==> src/rtl/sim_uart_pkg.sv <==
// Shared types and helpers for the UART receive monitor.
//   parity_e    : parity mode selector for the receiver
//   rx_state_e  : receiver FSM state encoding
//   rx_frame_t  : one decoded frame with its error flags (data is 9 bits wide to cover all widths)
//   calc_div()  : rounded clock divider for the oversampling tick
//   maj3()      : 2-of-3 majority vote used for mid-bit sampling
package sim_uart_pkg;

    typedef enum logic [1:0] {
        PAR_NONE = 2'd0,
        PAR_EVEN = 2'd1,
        PAR_ODD  = 2'd2
    } parity_e;

    typedef enum logic [2:0] {
        RX_IDLE   = 3'd0,
        RX_START  = 3'd1,
        RX_DATA   = 3'd2,
        RX_PARITY = 3'd3,
        RX_STOP   = 3'd4
    } rx_state_e;

    typedef struct packed {
        logic       brk;
        logic       frame_err;
        logic       parity_err;
        logic [8:0] data;
    } rx_frame_t;

    // round(clk_hz / (baud * os)); returns 0 on a degenerate denominator
    function automatic int calc_div(input longint clk_hz, input longint baud, input longint os);
        longint den;
        den = baud * os;
        if (den <= 0) return 0;
        return int'((clk_hz + den / 2) / den);
    endfunction

    function automatic logic maj3(input logic a, input logic b, input logic c);
        return (a & b) | (a & c) | (b & c);
    endfunction

endpackage

==> src/rtl/sim_uart_rx_fifo.sv <==
// Synchronous frame FIFO with a valid/ready drain port.
//   i_clk, i_nrst : clock, async active-low reset
//   i_push, i_din : write request and word; a push on full without a same-cycle pop is dropped
//   o_valid       : head word present
//   i_ready       : consumer takes the head when o_valid is high
//   o_dout        : head word; holds the last popped word while empty
//   o_full        : occupancy equals DEPTH
//   o_level       : occupancy
module sim_uart_rx_fifo #(
    parameter int  WIDTH = 12,
    parameter int  DEPTH = 8,
    localparam int LW    = $clog2(DEPTH + 1),
    localparam int PW    = $clog2(DEPTH)
) (
    input  logic             i_clk,
    input  logic             i_nrst,
    input  logic             i_push,
    input  logic [WIDTH-1:0] i_din,
    output logic             o_valid,
    input  logic             i_ready,
    output logic [WIDTH-1:0] o_dout,
    output logic             o_full,
    output logic [LW-1:0]    o_level
);

    logic [WIDTH-1:0] r_mem [DEPTH];
    logic [PW-1:0]    r_wr_ptr;
    logic [PW-1:0]    r_rd_ptr;
    logic [LW-1:0]    r_count;
    logic [WIDTH-1:0] r_last;
    logic             w_pop;
    logic             w_wr;

    assign o_valid = (r_count != '0);
    assign o_full  = (r_count == LW'(DEPTH));
    assign o_level = r_count;
    assign w_pop   = o_valid & i_ready;
    // a pop in the same cycle frees the slot, so a push on full is still accepted
    assign w_wr    = i_push & (~o_full | w_pop);
    assign o_dout  = o_valid ? r_mem[r_rd_ptr] : r_last;

    always_ff @(posedge i_clk) begin
        if (w_wr) begin
            r_mem[r_wr_ptr] <= i_din;
        end
    end

    always_ff @(posedge i_clk or negedge i_nrst) begin
        if (!i_nrst) begin
            r_wr_ptr <= '0;
            r_rd_ptr <= '0;
            r_count  <= '0;
            r_last   <= '0;
        end else begin
            if (w_wr) begin
                r_wr_ptr <= r_wr_ptr + PW'(1);
            end
            if (w_pop) begin
                r_rd_ptr <= r_rd_ptr + PW'(1);
                r_last   <= r_mem[r_rd_ptr];
            end
            case ({w_wr, w_pop})
                2'b10:   r_count <= r_count + LW'(1);
                2'b01:   r_count <= r_count - LW'(1);
                default: r_count <= r_count;
            endcase
        end
    end

endmodule

==> src/rtl/sim_uart_rx_monitor.sv <==
// Passive UART receive monitor: oversamples i_rx, decodes frames and queues them with error flags.
//   i_clk, i_nrst : clock, async active-low reset
//   i_rx          : serial line (idle high, asynchronous to i_clk)
//   i_enable      : receiver enable; low aborts any frame in progress
//   o_valid/i_ready, o_data, o_parity_err, o_frame_err, o_break : FIFO head and drain handshake
//   o_level       : FIFO occupancy
//   o_overflow    : sticky, a completed frame was dropped on a full FIFO; cleared by i_ovf_clr
// Optional macro SIM_UART_RX_MONITOR_LOG_EN adds simulation logging of pushed and dropped frames.
//
// state     | meaning
// RX_IDLE   | waiting for a falling edge on the synchronised line, tick counter held at 0
// RX_START  | validating the start bit at mid-bit; a high majority is a glitch
// RX_DATA   | shifting DATA_BITS bits, LSB first
// RX_PARITY | checking the parity bit against the received data
// RX_STOP   | sampling STOP_BITS stop bits; the frame completes at mid of the last one
module sim_uart_rx_monitor
    import sim_uart_pkg::*;
#(
    parameter int      CLK_FREQUENCY_HZ = 50_000_000,
    parameter int      BAUDRATE         = 115200,
    parameter int      OVERSAMPLE       = 16,
    parameter int      DATA_BITS        = 8,
    parameter parity_e PARITY           = PAR_NONE,
    parameter int      STOP_BITS        = 1,
    parameter int      FIFO_DEPTH       = 8
) (
    input  logic                              i_clk,
    input  logic                              i_nrst,
    input  logic                              i_rx,
    input  logic                              i_enable,
    output logic                              o_valid,
    input  logic                              i_ready,
    output logic [DATA_BITS-1:0]              o_data,
    output logic                              o_parity_err,
    output logic                              o_frame_err,
    output logic                              o_break,
    output logic [$clog2(FIFO_DEPTH+1)-1:0]   o_level,
    output logic                              o_overflow,
    input  logic                              i_ovf_clr
);

    localparam int DIV   = calc_div(CLK_FREQUENCY_HZ, BAUDRATE, OVERSAMPLE);
    localparam int DIV_W = (DIV < 2) ? 1 : $clog2(DIV);
    localparam int OS_W  = $clog2(OVERSAMPLE);
    localparam int FW    = DATA_BITS + 3;
    localparam int LW    = $clog2(FIFO_DEPTH + 1);

    if (DIV < 1) begin : g_div_chk
        $error("sim_uart_rx_monitor: CLK_FREQUENCY_HZ too low for BAUDRATE*OVERSAMPLE");
    end
    if (OVERSAMPLE < 8 || (OVERSAMPLE % 2) != 0) begin : g_os_chk
        $error("sim_uart_rx_monitor: OVERSAMPLE must be even and >= 8");
    end
    if (DATA_BITS < 5 || DATA_BITS > 9) begin : g_db_chk
        $error("sim_uart_rx_monitor: DATA_BITS must be 5..9");
    end
    if (STOP_BITS != 1 && STOP_BITS != 2) begin : g_sb_chk
        $error("sim_uart_rx_monitor: STOP_BITS must be 1 or 2");
    end
    if (FIFO_DEPTH < 2 || (FIFO_DEPTH & (FIFO_DEPTH - 1)) != 0) begin : g_fd_chk
        $error("sim_uart_rx_monitor: FIFO_DEPTH must be a power of 2, >= 2");
    end

    rx_state_e      r_state;
    logic [1:0]     r_sync;
    logic           r_rx_prev;
    logic [DIV_W-1:0] r_div_cnt;
    logic [OS_W-1:0]  r_samp;
    logic           r_s0;
    logic           r_s1;
    logic [3:0]     r_bitcnt;
    logic           r_stopcnt;
    logic [8:0]     r_shift;
    logic           r_par_err;
    logic           r_frm_err;
    logic           r_push;
    logic [FW-1:0]  r_push_word;
    logic           r_ovf;

    logic           w_rx;
    logic           w_fall;
    logic           w_tick;
    logic           w_decide;
    logic           w_bit_end;
    logic           w_bit;
    logic           w_frm_final;
    logic           w_valid;
    logic           w_full;
    logic           w_drop;
    logic [FW-1:0]  w_head;

    assign w_rx      = r_sync[1];
    assign w_fall    = r_rx_prev & ~w_rx;
    assign w_tick    = (r_state != RX_IDLE) && (r_div_cnt == DIV_W'(DIV - 1));
    assign w_decide  = w_tick && (r_samp == OS_W'(OVERSAMPLE / 2 + 1));
    assign w_bit_end = w_tick && (r_samp == OS_W'(OVERSAMPLE - 1));
    // the third vote is the live sample taken at the decision tick
    assign w_bit     = maj3(r_s0, r_s1, w_rx);
    assign w_frm_final = r_frm_err | ~w_bit;

    always_ff @(posedge i_clk or negedge i_nrst) begin
        if (!i_nrst) begin
            r_sync      <= 2'b11;
            r_rx_prev   <= 1'b1;
            r_state     <= RX_IDLE;
            r_div_cnt   <= '0;
            r_samp      <= '0;
            r_s0        <= 1'b1;
            r_s1        <= 1'b1;
            r_bitcnt    <= '0;
            r_stopcnt   <= 1'b0;
            r_shift     <= '0;
            r_par_err   <= 1'b0;
            r_frm_err   <= 1'b0;
            r_push      <= 1'b0;
            r_push_word <= '0;
        end else begin
            r_sync    <= {r_sync[0], i_rx};
            r_rx_prev <= w_rx;
            r_push    <= 1'b0;

            if (r_state == RX_IDLE) begin
                r_div_cnt <= '0;
                r_samp    <= '0;
            end else if (w_tick) begin
                r_div_cnt <= '0;
                if (r_samp == OS_W'(OVERSAMPLE - 1)) r_samp <= '0;
                else                                 r_samp <= r_samp + OS_W'(1);
            end else begin
                r_div_cnt <= r_div_cnt + DIV_W'(1);
            end

            if (w_tick && r_samp == OS_W'(OVERSAMPLE / 2 - 1)) r_s0 <= w_rx;
            if (w_tick && r_samp == OS_W'(OVERSAMPLE / 2))     r_s1 <= w_rx;

            if (r_state != RX_IDLE && !i_enable) begin
                r_state <= RX_IDLE;
            end else begin
                case (r_state)
                    RX_IDLE: begin
                        if (i_enable && w_fall) begin
                            r_state   <= RX_START;
                            r_div_cnt <= '0;
                            r_samp    <= '0;
                            r_bitcnt  <= '0;
                            r_stopcnt <= 1'b0;
                            r_shift   <= '0;
                            r_par_err <= 1'b0;
                            r_frm_err <= 1'b0;
                        end
                    end
                    RX_START: begin
                        if (w_decide && w_bit) begin
                            r_state <= RX_IDLE;
                        end else if (w_bit_end) begin
                            r_state <= RX_DATA;
                        end
                    end
                    RX_DATA: begin
                        if (w_decide) begin
                            r_shift[r_bitcnt] <= w_bit;
                        end
                        if (w_bit_end) begin
                            if (r_bitcnt == 4'(DATA_BITS - 1)) begin
                                r_bitcnt <= '0;
                                r_state  <= (PARITY != PAR_NONE) ? RX_PARITY : RX_STOP;
                            end else begin
                                r_bitcnt <= r_bitcnt + 4'd1;
                            end
                        end
                    end
                    RX_PARITY: begin
                        if (w_decide) begin
                            r_par_err <= ((^r_shift) ^ w_bit) != (PARITY == PAR_ODD);
                        end
                        if (w_bit_end) begin
                            r_state <= RX_STOP;
                        end
                    end
                    RX_STOP: begin
                        if (w_decide) begin
                            if (STOP_BITS == 1 || r_stopcnt) begin
                                // completing at mid-stop lets the next start edge be caught in time
                                r_state     <= RX_IDLE;
                                r_push      <= 1'b1;
                                r_push_word <= {w_frm_final && (r_shift == '0), w_frm_final,
                                                r_par_err, r_shift[DATA_BITS-1:0]};
                            end else begin
                                r_frm_err <= w_frm_final;
                            end
                        end
                        if (w_bit_end) begin
                            r_stopcnt <= 1'b1;
                        end
                    end
                    default: r_state <= RX_IDLE;
                endcase
            end
        end
    end

    sim_uart_rx_fifo #(
        .WIDTH (FW),
        .DEPTH (FIFO_DEPTH)
    ) u_fifo (
        .i_clk   (i_clk),
        .i_nrst  (i_nrst),
        .i_push  (r_push),
        .i_din   (r_push_word),
        .o_valid (w_valid),
        .i_ready (i_ready),
        .o_dout  (w_head),
        .o_full  (w_full),
        .o_level (o_level)
    );

    assign w_drop = r_push & w_full & ~(w_valid & i_ready);

    always_ff @(posedge i_clk or negedge i_nrst) begin
        if (!i_nrst) begin
            r_ovf <= 1'b0;
        end else if (w_drop) begin
            r_ovf <= 1'b1;
        end else if (i_ovf_clr) begin
            r_ovf <= 1'b0;
        end
    end

    assign o_valid      = w_valid;
    assign o_data       = w_head[DATA_BITS-1:0];
    assign o_parity_err = w_head[DATA_BITS];
    assign o_frame_err  = w_head[DATA_BITS+1];
    assign o_break      = w_head[DATA_BITS+2];
    assign o_overflow   = r_ovf;

`ifdef SIM_UART_RX_MONITOR_LOG_EN
    always @(posedge i_clk) begin
        if (i_nrst && r_push) begin
            $display("%t uart_rx: data=0x%0h par=%b frm=%b brk=%b", $time,
                     r_push_word[DATA_BITS-1:0], r_push_word[DATA_BITS],
                     r_push_word[DATA_BITS+1], r_push_word[DATA_BITS+2]);
        end
        if (i_nrst && w_drop) begin
            $warning("uart_rx: overflow");
        end
    end
`endif

endmodule

==> config.mk <==
export PLATFORM = sky130hd
export DESIGN_NAME = sim_uart_rx_monitor
export DESIGN_NICKNAME = d
export VERILOG_FILES = /design/src/rtl/sim_uart_pkg.sv /design/src/rtl/sim_uart_rx_fifo.sv /design/src/rtl/sim_uart_rx_monitor.sv
export SDC_FILE = /design/constraint.sdc
export NUM_CORES = 1
export LEC_CHECK = 0
export CAP_MARGIN = 40
export CORE_AREA = 2 2 105 127
export CTS_CLUSTER_SIZE = 16
export DETAILED_ROUTE_END_ITERATION = 10
export DIE_AREA = 0 0 107 129
export HOLD_SLACK_MARGIN = 0.12
export PLACE_DENSITY = 0.72
export SETUP_SLACK_MARGIN = 0.4
export SKIP_LAST_GASP = 1
export SYNTH_ARGS = -nofsm -noshare
export SYNTH_HDL_FRONTEND = slang
export SYNTH_HIERARCHICAL = 1
export SYNTH_SLANG_ARGS = --single-unit
==> constraint.sdc <==
create_clock -name i_clk -period 6.61 [get_ports i_clk]
set_input_delay 0.661 -clock i_clk [delete_from_list [all_inputs] [get_ports i_clk]]
set_output_delay 0.661 -clock i_clk [all_outputs]
set_load 0.02 [all_outputs]
Yosys cells after proc, flatten, opt, wreduce, memory -nomap -nowiden
Memories as Yosys holds them, arrays and structs flattened.
Index checks and enable logic that the tools add are counted.
Widths: inputs -> output; s select.

word-level totals
  register bits = 65
  bits in latches = 0
  memory bits (writable) = 88
  memory bits (read-only) = 0
  output and inout bits = 17
  memories = 1

cells by class
  $add $sub $neg = 7
  multiply operators = 0
  divide/modulo/power cells = 0
  order comparisons = 2
  eq/ne operators = 23
  shifts and indexed selects = 0
  muxes and demuxes = 42
  bitwise gates (word level) = 17
  reductions and logical operators = 25

memories
  memory        depth  width  read ports  clocked after memory_dff  wr ports  RTL line                source
  u_fifo.r_mem  8      11     1           0                         1         sim_uart_rx_fifo.sv:26  logic [WIDTH-1:0] r_mem [DEPTH];

operators by type and width
  operator             number
  $mux 4               9
  $mux 5               5
  $mux 3               8
  $mux 9               2
  $pmux 9 s2           1
  $eq 4x4->1 const B   4
  $pmux 4 s2           2
  $pmux 3 s5           1
  $add 4x1->4 const B  3
  $ne 3x3->1 const B   4
  $reduce_and 4->1     3
  $mux 11              1
  $logic_and 1x1->1    10
  $mux 1               10
  $bwmux 9             1
  $logic_not 9->1      1
  $reduce_xor 9->1     1
  $and 1x1->1          8
  $eq 4x3->1 const B   2
  $reduce_bool 2->1    4
  $add 3x1->3 const B  2
  $eq 3x2->1 const B   2
  $ne 2x2->1 const B   3
  $reduce_and 6->1     1
  22 further kinds     28

Depth between registers and ports, before layout
Gate-level depths: netlist of the first run.

  depth in word-level cells = 7
  depth in mapped cells = 8
  mapped depth without buffers = 8

Modules after synthesis
Netlist of the first run, hierarchy kept.

modules (own cells, without submodules)
  module               instances  cells an instance  area an instance (sq um)
  sim_uart_rx_fifo     1          288                4531.8
  sim_uart_rx_monitor  1          213                2349.8

Worst setup path after synthesis of the first run
Ideal clock, no wire load.

  kind = reg-to-reg
  start point = register u_fifo.r_count[1] (netlist: u_fifo/o_level[1])
  end point = memory u_fifo/r_mem[0][0] in the netlist's numbering (enable)
  data arrival time = 2001 ps
  data required time = 6202 ps
  slack = 4201 ps
  stages on the path, launching flop included = 4
  buffers on the path = 0
  period minus slack after synthesis = 2409 ps
  cells stage by stage = dfrtp_1 > or4b_4 > o21ai_2 > nor4_1

on the way
  cells in the longest elaborated chain, start to end = 6
  elaborated cells between the ends (all ways) = 8
  those cells by class = eq/ne: 1; mux: 2; bitwise: 4; reduce/logical: 1

ends and longest elaborated chain
  element                                                 RTL line                                        source
  from (decl)                                             sim_uart_rx_fifo.sv:29                          logic [LW-1:0] r_count;
  from (signal assigned)                                  sim_uart_rx_fifo.sv:63                          2'b10: r_count <= r_count + LW'(1);
  from (signal assigned)                                  sim_uart_rx_fifo.sv:64                          2'b01: r_count <= r_count - LW'(1);
  from (signal assigned)                                  sim_uart_rx_fifo.sv:65                          default: r_count <= r_count;
  $reduce_bool 4->1 / $eq 4x4->1 (equally long branches)  sim_uart_rx_fifo.sv:34, sim_uart_rx_fifo.sv:35
  $and 1x1->1 / $not 1->1 (equally long branches)         sim_uart_rx_fifo.sv:37, sim_uart_rx_fifo.sv:39
  $or 1x1->1 (*)                                          sim_uart_rx_fifo.sv:39                          assign w_wr = i_push & (~o_full | w_pop);
  $and 1x1->1 (*)                                         sim_uart_rx_fifo.sv:39
  $mux 1 (*)                                              sim_uart_rx_fifo.sv:43                          if (w_wr) begin
  $mux 1 (not written as such) (*)                        sim_uart_rx_fifo.sv:44                          r_mem[r_wr_ptr] <= i_din;
  to (decl)                                               sim_uart_rx_fifo.sv:26

Mark *: on every way between the ends. The rest lies on a longest branch, timed or not.

Final worst setup path of the first run
  start point = register u_fifo.r_rd_ptr[0]
  end point = output port o_parity_err

on the way
  cells in the longest elaborated chain, start to end = 2

ends and longest elaborated chain
  element                 RTL line                   source
  from (decl)             sim_uart_rx_fifo.sv:28     logic [PW-1:0] r_rd_ptr;
  from (signal assigned)  sim_uart_rx_fifo.sv:59     r_rd_ptr <= r_rd_ptr + PW'(1);
  $mem_v2 8x11            n/a
  $mux 11                 sim_uart_rx_fifo.sv:40     assign o_dout = o_valid ? r_mem[r_rd_ptr] : r_last;
  to (decl)               sim_uart_rx_monitor.sv:34  output logic o_parity_err,

Every way passes these cells.

==> results of run 1 <==
==> state kept, by name, indices dropped and copies added, names as in the netlist, 3 cells and up <==
name             flops
u_fifo/r_rd_ptr      3
u_fifo/o_level       4
r_shift              9
r_push_word         11
u_fifo/r_mem        88
r_bitcnt             4
u_fifo/r_wr_ptr      3
u_fifo/r_last       11
r_samp               4
r_state              3
r_div_cnt            5
==> worst max-delay path by stage <==
| stage | from | endpoint | slack (ns) | cells past startpoint |
|---|---|---|---|---|
| 2_1_floorplan | u_fifo/o_level[1] | u_fifo/r_mem[0][0] | 4.20 | 3 |
| 3_3_place_gp | u_fifo/r_rd_ptr[0] | o_parity_err | 3.36 | 5 |
| 3_5_place_dp | i_ready | u_fifo/o_level[3] | 3.41 | 10 |
| 4_1_cts | u_fifo/r_rd_ptr[0] | o_parity_err | 3.13 | 6 |
| 5_1_grt | u_fifo/r_rd_ptr[0] | o_data[4] | 3.04 | 6 |
| 6_report | u_fifo/r_rd_ptr[0] | o_parity_err | 3.16 | 6 |
==> kinds of logic (layout without fill, tap and decap cells) <==
group / count (synthesis) / count (layout) / share of synthesized area
xor gates and xnor gates: 18 / 18 / 0.0229
adders and majority gates: 19 / 19 / 0.0353
and+or+nand+nor: 119 / 119 / 0.0936
muxes: 64 / 64 / 0.105
DFF: 153 / 153 / 0.621
AOI/OAI and AO/OA: 84 / 84 / 0.0916
buffers and inverters: 44 / 91 / 0.0305
==> per-stage QoR <==
step / hold WS [ns] / util / worst slack [ns]
after floorplan: 0.345 / - / 4.20
after global placement: 0.347 / 0.579 / 3.36
after detailed placement: 0.356 / 0.584 / 3.41
after CTS: 0.368 / 0.634 / 3.13
after global routing: 0.371 / 0.634 / 3.04
final: 0.365 / 0.634 / 3.16
==> routing by layer <==
| layer | vias to the layer above | part of all wire | track usage |
|---|---|---|---|
| li1 | 1934 | - | - |
| met1 | 2062 | 0.41 | 0.240 |
| met2 | 91 | 0.54 | 0.377 |
| met3 | 22 | 0.034 | 0.0507 |
| met4 | 0 | 0.019 | 0.0848 |
| met5 | - | 0 | 0 |
==> final cells by class <==
type                       count  area (um2)  area share
multi-input combinational    304        2420       0.304
inverter                      23        86.3      0.0108
clock buffer                  18         429      0.0539
timing repair buffer          36         340      0.0427
sequential                   153        4280       0.537
tap                          164         205      0.0258
clock inverter                14         204      0.0256
==> power groups by stage <==
stage / Sequential (mW) / Clock [mW] / Combinational, mW
floorplan: 1.14 / 0 / 0.496
global placement: 1.20 / 0 / 0.656
detailed placement: 1.17 / 0 / 0.724
CTS: 1.15 / 1.05 / 0.730
global route: 1.16 / 1.08 / 0.785
finish: 1.15 / 1.03 / 0.726
==> cell usage after synthesis, types with 2 or more instances <==
| cell | number |
|---|---|
| nand3b_1 | 3 |
| and3_1 | 4 |
| xor2_1 | 6 |
| a41oi_1 | 2 |
| mux2_4 | 9 |
| nand4_1 | 6 |
| a31o_1 | 4 |
| buf_4 | 3 |
| buf_6 | 4 |
| nand2_1 | 44 |
| clkbuf_1 | 10 |
| xnor2_1 | 12 |
| nor2b_1 | 6 |
| o211ai_1 | 2 |
| mux2_2 | 27 |
| a31oi_1 | 2 |
| dfstp_2 | 5 |
| nor2_1 | 17 |
| nand2b_1 | 5 |
| a32o_1 | 6 |
| dfrtp_1 | 60 |
| and2_1 | 3 |
| a21o_1 | 2 |
| nor4_1 | 3 |
| buf_2 | 3 |
| o22ai_1 | 11 |
| edfxtp_1 | 88 |
| a21oi_1 | 5 |
| inv_1 | 22 |
| and4_1 | 2 |
| a221o_1 | 11 |
| nand3_1 | 7 |
| o21ai_1 | 21 |
| ha_1 | 17 |
| nor3_1 | 8 |
| mux2i_1 | 27 |
| o21ai_0 | 8 |
==> cells in the final DEF (no fill, tap or decap), types with 6 or more instances in the layout <==
master            n
edfxtp_1         88
dfrtp_1          59
nand2_1          44
mux2i_1          27
mux2_2           27
inv_1            22
clkdlybuf4s50_1  21
o21ai_1          21
nor2_1           17
ha_1             17
clkbuf_16        17
xnor2_1          12
buf_4            11
o22ai_1          11
a221o_1          11
mux2_4            9
nor3_1            8
o21ai_0           8
nand3_1           7
nand4_1           6
xor2_1            6
nor2b_1           6
a32o_1            6
==> results.txt, run 1 <==
Yosys Warn Count: 6
Switching Power: 838 uW
number of flops mapped to enable cells by yosys: 88
post-route clock skew: 0.00588 ns
area share of the largest cell type after synthesis: 0.384
pwr dens: 365 nW/um2
Synth async-reset ratio: 0.425
RR Startpoint: r_div_cnt[0]
endpoint type of the worst setup path: primary output
reg2reg path depth: 6
placed wire-length estimate: 8.67 mm
count of cell types in the netlist: 63
Post-Route WL: 13.2 mm
post-synthesis average cell area: 13.7 um2
Setup Buffers After CTS: 0
area added between synthesis and finish: 15.7%
Max-slew headroom: 0.453
Fillers: 900
Pins Over Slew Limit: 0
cts hold-fix bufs: 0
Worst Setup Start Kind: register
final worst path period share: 0.523
CP delay by family, top: buffers and inverters
largest net degree at the start of global routing: 66
Clock Path Buffers: 2
WHS Path Cells: 0
RSZ-0062 raised after global routing: no
FF-to-FF End: r_push_word[2]
GRT Overall Usage: 0.209
Remaining DRCs: 0
CTS Buf Count: 17
Starting Density: 0.548
CP Data Required Time: 5.95 ns
antenna viol nets, final: 0
dpl cell area: 7330 um2
port bufs: 22
fin area: 7960 um2
I/O pin cnt: 23
Seq cells post-synth: 153
Worst Hold End: r_sync[1]
Cells after DPL: 680
DIE AREA: 13800 um2
switching part of the total: 0.288
layout cell share with drive strength beyond 1: 0.175
Layout Cells excl Fill: 712
average wire per standard cell: 18.6 um
critical path cell sequence: buf_12, mux2_2, o22ai_1, a221o_1, o21ai_1, clkdlybuf4s50_1
final hold vios: 0
register area share after synthesis: 0.621
Reg2Reg Setup Slack: 3.87 ns
actual slew at the worst max-slew pin: 0.821 ns
final setup TNS: 0 ns
worst min path class: reg2reg
Hold Crit Start: r_sync[0]
worst path buffer plus inverter count: 2
clock latency on the worst-skew pair: 0.42 ns
leading area contributor after synthesis: edfxtp_1
vias in the first global route: 4116
die height: 129 um
Gate power share: 0.250
Static Leak: 3.33 nW
H-tree depth: 4
maximum clock frequency: 289 MHz
largest cells by area after synthesis: edfxtp_1 38%, dfrtp_1 22%, mux2_2 4.4%
Pint: 2.07 mW
initial antenna violation count: 0
Final Wtd Congestion: 0.824
Max-Cap Viols: 0
Reg power frac: 0.395
grt ovf: 0
critical path arrival: 2.79 ns
Post-Syn Instances: 501
Crit-path slowest cell: dfrtp_2
Tmin final: 3.45 ns
ANT cells: 0
first-pass GRT wire length: 21.5 mm
Clk pwr share: 0.355
Finish-stage setup viols: 0
Core Rows: 45
initial DRC count: 216
Post-Syn Nets: 525
vias: 4109
drt first pass iters: 4
slowest stage delay, CP: 0.71 ns
main flop type after synthesis: edfxtp_1
area of the core: 12600 um2
Worst VDD drop: 0.300 mV
Avg Vias per Cell: 5.77
CTS tree: done
Cell Area, Synth: 6880 um2
Num Clock Sinks: 153
CP max FO: 27
Reg clk slew, reported paths: 0.06 ns
PostCTS Resize Cnt: 0
Crit Path Class: reg2out
final net count: 559
status: complete, no violations
Power, Total: 2.91 mW
Root Buffer: clkbuf_16
die width: 107 um
Power figures use the tool's default switching activity.
==> run 2, diff against run 1 <==
==> constraint.sdc (replaced) <==
create_clock -name i_clk -period 3.6 [get_ports i_clk]
set_input_delay 0.36 -clock i_clk [delete_from_list [all_inputs] [get_ports i_clk]]
set_output_delay 0.36 -clock i_clk [all_outputs]
set_load 0.02 [all_outputs]
==> run 2 against run 1 <==
Against the previous run:
- sequential power is 83% higher
- clock skew hardly changed
- sequential share of layout area is 0.20 points higher
- cell area is 0.31% lower
- core utilization is 0.20 points lower
- total power is 78% higher
- register-to-register slack worse by 3.0 ns
==> results.txt, run 2 (same netlist as run 1, synthesis figures left out) <==
Multi-input gate area: 2410 um2 (-0.36%)
Avg Vias per Cell: 5.69 (-1.4%)
Num Clock Sinks: 153 (unchanged)
vias in the first global route: 4159 (+1.0%)
die height: 129 um (unchanged)
largest net degree at the start of global routing: 36 (-45%)
Crit Path Class: reg2out
reg2reg path depth: 6 (unchanged)
Static Leak: 3.32 nW (-0.29%)
worst min path class: in2reg
maximum clock frequency: 328 MHz
final hold vios: 0 (unchanged)
RR Startpoint: r_div_cnt[0]
area added between synthesis and finish: 15.3%
max reg flops: 88 (unchanged)
Reg2Reg Setup Slack: 0.91 ns (-2.96 ns)
first-pass GRT wire length: 20.6 mm (-4.3%)
vias: 4073 (-0.88%)
worst path buffer plus inverter count: 3 (+1)
final setup TNS: 0 ns (unchanged)
ANT cells: 0 (unchanged)
Final Wtd Congestion: 0.798 (-3.2%)
critical path cell sequence: buf_12, buf_4, mux2i_1, a221o_1, o21ai_1, clkdlybuf4s50_1
actual slew at the worst max-slew pin: 0.804 ns (-0.0166 ns)
Pins Over Slew Limit: 0 (unchanged)
H-tree depth: 4 (unchanged)
GRT Overall Usage: 0.194 (-0.0152)
Starting Density: 0.548 (unchanged)
placed wire-length estimate: 8.49 mm (-2.1%)
Remaining DRCs: 0 (unchanged)
Core Rows: 45 (unchanged)
Top Registers: u_fifo/r_mem (88), r_push_word (11), u_fifo/r_last (11)
Most flops, register: u_fifo/r_mem
Max-slew headroom: 0.462 (+0.00906)
CTS tree: done
Fillers: 922 (+2.4%)
final worst path period share: 0.848
CTS Buf Count: 17 (unchanged)
Setup Buffers After CTS: 0 (unchanged)
final net count: 563 (+0.72%)
pwr dens: 652 nW/um2 (+78%)
status: complete, no violations
die width: 107 um (unchanged)
CP max FO: 16 (-41%)
FF-to-FF End: r_push_word[5]
commonest cells after routing, fill and taps aside: 88 x edfxtp_1, 59 x dfrtp_1, 44 x nand2_1, 27 x mux2i_1, 27 x mux2_2
Root Buffer: clkbuf_16
grt ovf: 0 (unchanged)
layout cell share with drive strength beyond 1: 0.181 (+0.00598)
Tmin final: 3.05 ns
DIE AREA: 13800 um2 (unchanged)
drt first pass iters: 4 (unchanged)
Register Area: 4280 um2 (about the same)
Hold Crit Start: i_rx
I/O pin cnt: 23 (unchanged)
initial antenna violation count: 0 (unchanged)
Worst VDD drop: 0.422 mV (+41%)
Max-Cap Viols: 0 (unchanged)
clock latency on the worst-skew pair: 0.42 ns (about the same)
WHS Path Cells: 1 (+1)
port bufs: 22 (unchanged)
Clock Path Buffers: 2 (unchanged)
Finish-stage setup viols: 0 (unchanged)
Setup WS pre-CTS: 0.793 ns (-2.62 ns)
critical path arrival: 2.69 ns (-0.10 ns)
fin area: 7940 um2 (-0.31%)
final setup margin: 0.549 ns (-2.61 ns)
CP Data Required Time: 3.24 ns (-2.71 ns)
area of the core: 12600 um2 (unchanged)
endpoint type of the worst setup path: primary output
Crit-path slowest cell: clkdlybuf4s50_1
slowest stage delay, CP: 0.61 ns (-0.10 ns)
Reg clk slew, reported paths: 0.06 ns (about the same)
most common cell after layout, fill and taps aside: edfxtp_1
antenna viol nets, final: 0 (unchanged)
Post-Route WL: 12.2 mm (-7.9%)
RSZ-0062 raised after global routing: no
CP delay by family, top: buffers and inverters
average wire per standard cell: 17.0 um (-8.4%)
Worst Setup Start Kind: register
initial DRC count: 201 (-6.9%)
Worst Hold End: r_sync[0]
dpl cell area: 7340 um2 (+0.19%)
post-route clock skew: 0.00592 ns (+0.0000418 ns)
## run 2: repair_timing
item                                    4_1_cts  5_1_grt
hold endpoints to repair                     32        0
gates resized for setup                       0        1
hold buffers                                  1        0
endpoints found under the setup margin        0        3
## run 2: worst max path at each step
stage,start,endpoint,slack (ns),cells past startpoint
after detailed placement,i_ready,u_fifo/o_level[3],0.79,9
after CTS,u_fifo/r_rd_ptr[0],o_data[5],0.47,6
after floorplan,u_fifo/o_level[1],u_fifo/r_mem[0][0],1.19,3
final,u_fifo/r_rd_ptr[0],o_data[5],0.55,6
after global placement,u_fifo/o_level[1],u_fifo/o_level[3],0.64,8
after global routing,u_fifo/r_rd_ptr[0],o_data[5],0.44,6
## run 2: stage by stage
stage | utilization | power, mW | hold WS [ns] | std cells
after floorplan | - | 3.00 | 0.0644 | 501
after global placement | 0.582 | 3.44 | 0.346 | 680
after detailed placement | 0.585 | 3.49 | 0.347 | 683
after CTS | 0.632 | 5.21 | 0.335 | 716
after global routing | 0.632 | 5.41 | 0.346 | 716
final | 0.632 | 5.18 | 0.350 | 716
## run 2: per-layer routing
| metal | routed length, um | up-vias | global-route usage |
|---|---|---|---|
| met1 | 5140 | 2007 | 0.227 |
| met2 | 6370 | 86 | 0.343 |
| met3 | 436 | 23 | 0.0466 |
| met4 | 231 | 0 | 0.0810 |
| li1 | - | 1957 | - |
| met5 | 0 | - | 0 |
## run 2: worst register-to-register path, delay by kind of cell, from the launching register on
family                   cells  cell delay, ns
AND/OR/NAND/NOR              3            1.43
buffers and inverters        1            0.07
multiplexers                 1            0.46
adder cells (fa/ha/maj)      1            0.21
flip-flops                   1            0.41
## run 2: cell type report
cell class | instances | area share
sequential | 153 | 0.539
multi-input combinational | 304 | 0.304
clock buffer | 21 | 0.0580
timing repair buffer | 40 | 0.0470
tap | 164 | 0.0259
clock inverter | 11 | 0.0153
inverter | 23 | 0.0109
## run 2: power breakdown
group	switching, mW	total [mW]	internal [mW]
Combinational	0.698	1.36	0.657
Sequential	0.164	2.11	1.94
Clock	0.659	1.71	1.05
Total	1.52	5.18	3.65
